==> src/rtl/mul_acc_pipe.sv <==
// Pipelined multiply / multiply-accumulate unit with valid/ready handshake on both sides.
// Operands register in stage 1, the product rides stages 2..STAGES-1, and the accumulator lives in the final stage.
module mul_acc_pipe #(
   parameter int A_WIDTH   = 18,
   parameter int B_WIDTH   = 18,
   parameter int ACC_WIDTH = 48,
   parameter int STAGES    = 2,
   parameter int SIGNED    = 1
) (
   input  logic                 clk,
   input  logic                 rst_n,
   input  logic                 in_valid,
   output logic                 in_ready,
   input  logic [A_WIDTH-1:0]   in_a,
   input  logic [B_WIDTH-1:0]   in_b,
   input  logic [1:0]           in_op,
   input  logic                 in_last,
   output logic                 out_valid,
   input  logic                 out_ready,
   output logic [ACC_WIDTH-1:0] out_data,
   output logic                 out_last,
   output logic                 out_ovf
);

   localparam int PW = A_WIDTH + B_WIDTH;

   typedef enum logic [1:0] {
      OP_MUL  = 2'b00,
      OP_ACC  = 2'b01,
      OP_SUB  = 2'b10,
      OP_LOAD = 2'b11
   } op_e;

   // Operands are widened to the full product width first, so the low PW bits are exact for either signedness.
   function automatic logic [PW-1:0] mul_fn(input logic [A_WIDTH-1:0] a, input logic [B_WIDTH-1:0] b);
      logic signed [PW-1:0] ax;
      logic signed [PW-1:0] bx;
      if (SIGNED != 0) begin
         ax = PW'($signed(a));
         bx = PW'($signed(b));
      end else begin
         ax = PW'(a);
         bx = PW'(b);
      end
      return PW'(ax * bx);
   endfunction

   function automatic logic [ACC_WIDTH-1:0] ext_fn(input logic [PW-1:0] p);
      if (SIGNED != 0) return ACC_WIDTH'($signed(p));
      else             return ACC_WIDTH'(p);
   endfunction

   // Returns {overflow, wrapped result}; overflow is signed overflow or carry/borrow depending on SIGNED.
   function automatic logic [ACC_WIDTH:0] addsub_fn(input logic [ACC_WIDTH-1:0] x,
                                                    input logic [ACC_WIDTH-1:0] y,
                                                    input logic             sub);
      logic [ACC_WIDTH:0] r;
      logic               ovf;
      r = sub ? ({1'b0, x} - {1'b0, y}) : ({1'b0, x} + {1'b0, y});
      if (SIGNED != 0) begin
         if (sub) ovf = (x[ACC_WIDTH-1] != y[ACC_WIDTH-1]) && (r[ACC_WIDTH-1] != x[ACC_WIDTH-1]);
         else     ovf = (x[ACC_WIDTH-1] == y[ACC_WIDTH-1]) && (r[ACC_WIDTH-1] != x[ACC_WIDTH-1]);
      end else begin
         ovf = r[ACC_WIDTH];
      end
      return {ovf, r[ACC_WIDTH-1:0]};
   endfunction

   logic          adv;
   logic          fin_vld;
   logic [1:0]    fin_op;
   logic          fin_last;
   logic [PW-1:0] fin_prod;

   assign adv      = ~out_valid | out_ready;
   assign in_ready = adv;

   generate
      if (STAGES == 1) begin : g_direct
         assign fin_vld  = in_valid;
         assign fin_op   = in_op;
         assign fin_last = in_last;
         assign fin_prod = mul_fn(in_a, in_b);
      end else begin : g_pipe
         localparam int N = STAGES - 1;

         logic [N-1:0]               vld_p;
         logic [N-1:0]               last_p;
         logic [1:0]                 op_p [N];
         logic signed [A_WIDTH-1:0]  a_p1;
         logic signed [B_WIDTH-1:0]  b_p1;
         logic [PW-1:0]              prod_p1;

         // Stage 1: operand capture; control shifts alongside
         always_ff @(posedge clk) begin
            if (!rst_n) begin
               vld_p <= '0;
            end else if (adv) begin
               vld_p[0] <= in_valid;
               for (int i = 1; i < N; i++) vld_p[i] <= vld_p[i-1];
            end
         end

         always_ff @(posedge clk) begin
            if (adv) begin
               a_p1      <= in_a;
               b_p1      <= in_b;
               op_p[0]   <= in_op;
               last_p[0] <= in_last;
               for (int i = 1; i < N; i++) begin
                  op_p[i]   <= op_p[i-1];
                  last_p[i] <= last_p[i-1];
               end
            end
         end

         assign prod_p1 = mul_fn(a_p1, b_p1);

         if (N == 1) begin : g_no_carry
            assign fin_prod = prod_p1;
         end else begin : g_carry
            logic [PW-1:0] prod_p [N-1];

            // Stages 2..STAGES-1: product carry registers
            always_ff @(posedge clk) begin
               if (adv) begin
                  prod_p[0] <= prod_p1;
                  for (int j = 1; j < N - 1; j++) prod_p[j] <= prod_p[j-1];
               end
            end

            assign fin_prod = prod_p[N-2];
         end

         assign fin_vld  = vld_p[N-1];
         assign fin_op   = op_p[N-1];
         assign fin_last = last_p[N-1];
      end
   endgenerate

   logic signed [ACC_WIDTH-1:0] acc;
   logic signed [ACC_WIDTH-1:0] acc_nxt;
   logic [ACC_WIDTH-1:0]        prod_ext;
   logic [ACC_WIDTH-1:0]        res;
   logic [ACC_WIDTH:0]          sum_r;
   logic                        ovf_nxt;

   always_comb begin
      prod_ext = ext_fn(fin_prod);
      sum_r    = addsub_fn(acc, prod_ext, fin_op == OP_SUB);
      acc_nxt  = acc;
      res      = prod_ext;
      ovf_nxt  = 1'b0;
      case (fin_op)
         OP_ACC, OP_SUB: begin
            acc_nxt = sum_r[ACC_WIDTH-1:0];
            res     = sum_r[ACC_WIDTH-1:0];
            ovf_nxt = sum_r[ACC_WIDTH];
         end
         OP_LOAD: acc_nxt = prod_ext;
         default: ;
      endcase
   end

   // Final stage: accumulator and output register; bubbles leave everything but out_valid untouched
   always_ff @(posedge clk) begin
      if (!rst_n) begin
         out_valid <= 1'b0;
         acc       <= '0;
         out_data  <= '0;
         out_last  <= 1'b0;
         out_ovf   <= 1'b0;
      end else if (adv) begin
         out_valid <= fin_vld;
         if (fin_vld) begin
            acc      <= acc_nxt;
            out_data <= res;
            out_last <= fin_last;
            out_ovf  <= ovf_nxt;
         end
      end
   end

endmodule

==> config.mk <==
export PLATFORM = sky130hd
export DESIGN_NAME = mul_acc_pipe
export DESIGN_NICKNAME = d
export VERILOG_FILES = /design/src/rtl/mul_acc_pipe.sv
export SDC_FILE = /design/constraint.sdc
export NUM_CORES = 1
export LEC_CHECK = 0
export CAP_MARGIN = 20
export CORE_MARGIN = 2
export CORE_UTILIZATION = 30
export DETAILED_ROUTE_END_ITERATION = 16
export REMOVE_ABC_BUFFERS = 1
export SLEW_MARGIN = 20
export SYNTH_ARGS = -nofsm -noshare
export SYNTH_HDL_FRONTEND = slang
export SYNTH_SLANG_ARGS = --single-unit
==> constraint.sdc <==
create_clock -name clk -period 8.67 [get_ports clk]
set_clock_uncertainty 0.2 [all_clocks]
set_input_delay 2.601 -clock clk [delete_from_list [all_inputs] [get_ports clk]]
set_output_delay 2.601 -clock clk [all_outputs]
set_load 0.03 [all_outputs]
==> impl_metrics.env <==
export IMPL_post_route_period_util=1.08
export IMPL_rsz0062_at_grt="yes"
export IMPL_drc_errors=0
export IMPL_end_kind="flop"
export IMPL_crit_top_cell="fa_1"
export IMPL_max_stage_delay_ns=0.59
export IMPL_ff2ff_path_depth=35
export IMPL_async_flop_share=0
export IMPL_drt_iter0_drc=1153
export IMPL_grt_total_usage=0.178
export IMPL_io_pins=95
export IMPL_synth_simple_gate_area_frac=0.164
export IMPL_cts_tree="done"
export IMPL_hpwl_mm=50.1
export IMPL_finalWeightedCongestion=0.879
export IMPL_fin_util=0.402
export IMPL_fin_ws_ns=-0.696
export IMPL_violations="negative setup slack"
export IMPL_yosys_most_used_dff="dfxtp_1"
export IMPL_setup_tns_ns=-20.38
export IMPL_crit_type="flop to flop"
export IMPL_vias=18700
export IMPL_synth_seq_cells=139
export IMPL_dpl_cell_area_um2=26500
export IMPL_cts_root_buf="clkbuf_16"
export IMPL_synth_enable_flop_cells=39
export IMPL_firstDrtPassIters=6
export IMPL_synth_compound_area_frac=0.147
export IMPL_h_tree_depth=4
export IMPL_yosysSeqAreaShare=0.148
export IMPL_relSlewSlack=0.414
export IMPL_synth_xor_area_share=0.0444
export IMPL_r2r_start="g_pipe.b_p1[8]"
export IMPL_grt_pass1_vias=19500
export IMPL_required_ns=8.85
export IMPL_fp_coreArea_um2=71200
export IMPL_muxShareOfSynthArea=0.0155
export IMPL_fmax_mhz=107
export IMPL_areaGrowthSynthToFinish_pct=33.2
export IMPL_ctsHoldBuffers=0
export IMPL_cts_path_max_buffers=2
export IMPL_synthAdderAreaFrac=0.391
export IMPL_regArea_um2=3170
export IMPL_cts_made_buffers=17
export IMPL_whs_ns=0.257
export IMPL_slowest_stage="or4_4"
export IMPL_clk_latency_ns=0.50
export IMPL_start_kind="flop"
export IMPL_die_y_um=272
export IMPL_yosysWarnings=0
export IMPL_maxCapViolations=0
export IMPL_synth_top_family_by_area="adder cells"
export IMPL_worst_hold_startpoint="out_data[2]"
export IMPL_wire_per_inst_um=16.1
export IMPL_die_area_um2=73800
export IMPL_n_antenna_cell=0
export IMPL_min_to="out_data[2]"
export IMPL_synth_area_um2=21500
export IMPL_syn_inst=2476
export IMPL_critPathMaxFanout=10
export IMPL_min_period_ns=9.37
export IMPL_grt_overflow_total=0
export IMPL_die_x_um=272
export IMPL_status="complete, but fails checks"
export IMPL_hold_viol=0
export IMPL_final_net_count=3472
export IMPL_multi_input_area_um2=17400
export IMPL_clk_pin_slew_ns=0.07
export IMPL_drv_slew=0
export IMPL_hold_depth=2
export IMPL_initial_core_util=0.302
export IMPL_row_count=98
export IMPL_ff2ff_setup_slack_ns=-0.70
export IMPL_min_path_type="flop to flop"
export IMPL_synth_cell_types=78
export IMPL_antenna_found_initial=0
export IMPL_drtAntennaViolNets=0
export IMPL_cp_data_arrival_time_ns=9.55
export IMPL_n_fill_cell=7111
export IMPL_max_slew_worst_pin_slew_ns=0.879
export IMPL_clkSinkCount=139
export IMPL_regToRegEndpoint="out_data[47]"
export IMPL_numPortBuffers=94
export IMPL_wl_mm=63.3
export IMPL_setup_viol=47
export IMPL_grt_max_degree=72
export IMPL_drive_gt1_frac=0.237
export IMPL_syn_avg_cell_area_um2=8.68
export IMPL_grt_pass1_wl_mm=105
export IMPL_stdcell_area_um2=28600
export IMPL_via_per_inst=4.78
==> metrics by stage <==
stage	worst slack (ns)	std cells
after floorplan	-0.636	2357
after global placement	-1.03	3828
after detailed placement	-1.03	3828
after CTS	-0.560	3902
after global routing	-1.13	3918
final	-0.696	3918
==> registers in the layout (all words and copies together) (netlist names) <==
register,cells
g_pipe.b_p1,18
acc,48
fin_vld,1
g_pipe.op_p,2
out_data,48
out_valid,1
g_pipe.a_p1,18
out_ovf,1
out_last,1
fin_last,1
==> layout by cell type, fill, tap and decap left out, types with 10 or more instances in the layout <==
cell and instances:
a211oi_1 41, a21o_1 51, a21oi_1 107, a21oi_2 26
a31oi_1 12, a32oi_1 11, and2_1 165, and3_1 10
buf_4 456, buf_6 21, clkbuf_16 18, clkdlybuf4s50_1 94
dfxtp_1 100, edfxtp_1 39, fa_1 322, ha_1 130
ha_4 11, inv_1 385, mux2i_1 29, nand2_1 244
nand2b_1 14, nand3_1 12, nand4_1 13, nor2_1 170
nor3_1 18, o211ai_1 17, o21a_1 10, o21ai_0 76
o21ai_1 16, xnor2_1 67, xnor2_2 11, xor2_1 22
==> layer usage <==
layer | global-route usage | up-vias | part of all wire
li1 | - | 9008 | -
met3 | 0.0316 | 63 | 0.049
met1 | 0.250 | 9259 | 0.47
met5 | 0 | - | 0
met2 | 0.286 | 402 | 0.46
met4 | 0.0412 | 0 | 0.015
==> worst max-delay path, delay by kind of cell (launching register included) <==
family                     cells  cell delay, ns
adders and majority gates      8            3.51
and+or+nand+nor               10            2.08
AOI/OAI and AO/OA              8            1.94
buffers and inverters          7            0.72
DFF                            1            0.48
muxes                          1            0.18
xor gates and xnor gates       1            0.13
==> worst max path at each step <==
stage,depth (start not counted),start,slack (ns),endpoint
finish,35,g_pipe.b_p1[8],-0.70,out_data[47]
global route,37,g_pipe.b_p1[8],-1.13,acc[45]
CTS,37,g_pipe.a_p1[7],-0.56,acc[45]
detailed placement,34,g_pipe.b_p1[6],-1.03,out_data[47]
global placement,34,g_pipe.a_p1[9],-1.03,out_data[47]
floorplan,36,g_pipe.a_p1[8],-0.64,acc[45]
==> synthesized netlist by cell type (all sizes together) (31+ instances only) <==
library cell	count	area share
and2	173	0.050
nor2	179	0.031
a21o	51	0.018
o21ai	102	0.024
a211oi	51	0.018
ha	144	0.084
clkbuf	101	0.018
fa	330	0.31
mux2i	31	0.014
nand2	247	0.043
xnor2	80	0.033
a21oi	134	0.031
dfxtp	100	0.093
edfxtp	39	0.055
inv	392	0.069
==> cell families after synthesis <==
group | after synthesis
adder cells (fa/ha/maj) | 474
multiplexers | 33
AND/OR/NAND/NOR | 728
XOR/XNOR | 109
buffers and inverters | 514
AO/OA/AOI/OAI | 479
flip-flops | 139
==> layout make-up <==
type | instances | share of cell area
Sequential cell | 139 | 0.111
Multi-Input combinational cell | 1823 | 0.609
Clock inverter | 14 | 0.00481
Inverter | 395 | 0.0518
Tap cell | 950 | 0.0415
Clock buffer | 18 | 0.0157
Timing Repair Buffer | 579 | 0.166
==> what timing repair did <==
action                     4_1_cts  5_1_grt
setup buffers                   46       18
pin swaps                      151       59
setup endpoints to repair       53       60
resized for setup              170       68
Power is left out: the tool's default activity adds up to more than one toggle a clock period on the data nets, which glitch-free logic cannot reach.
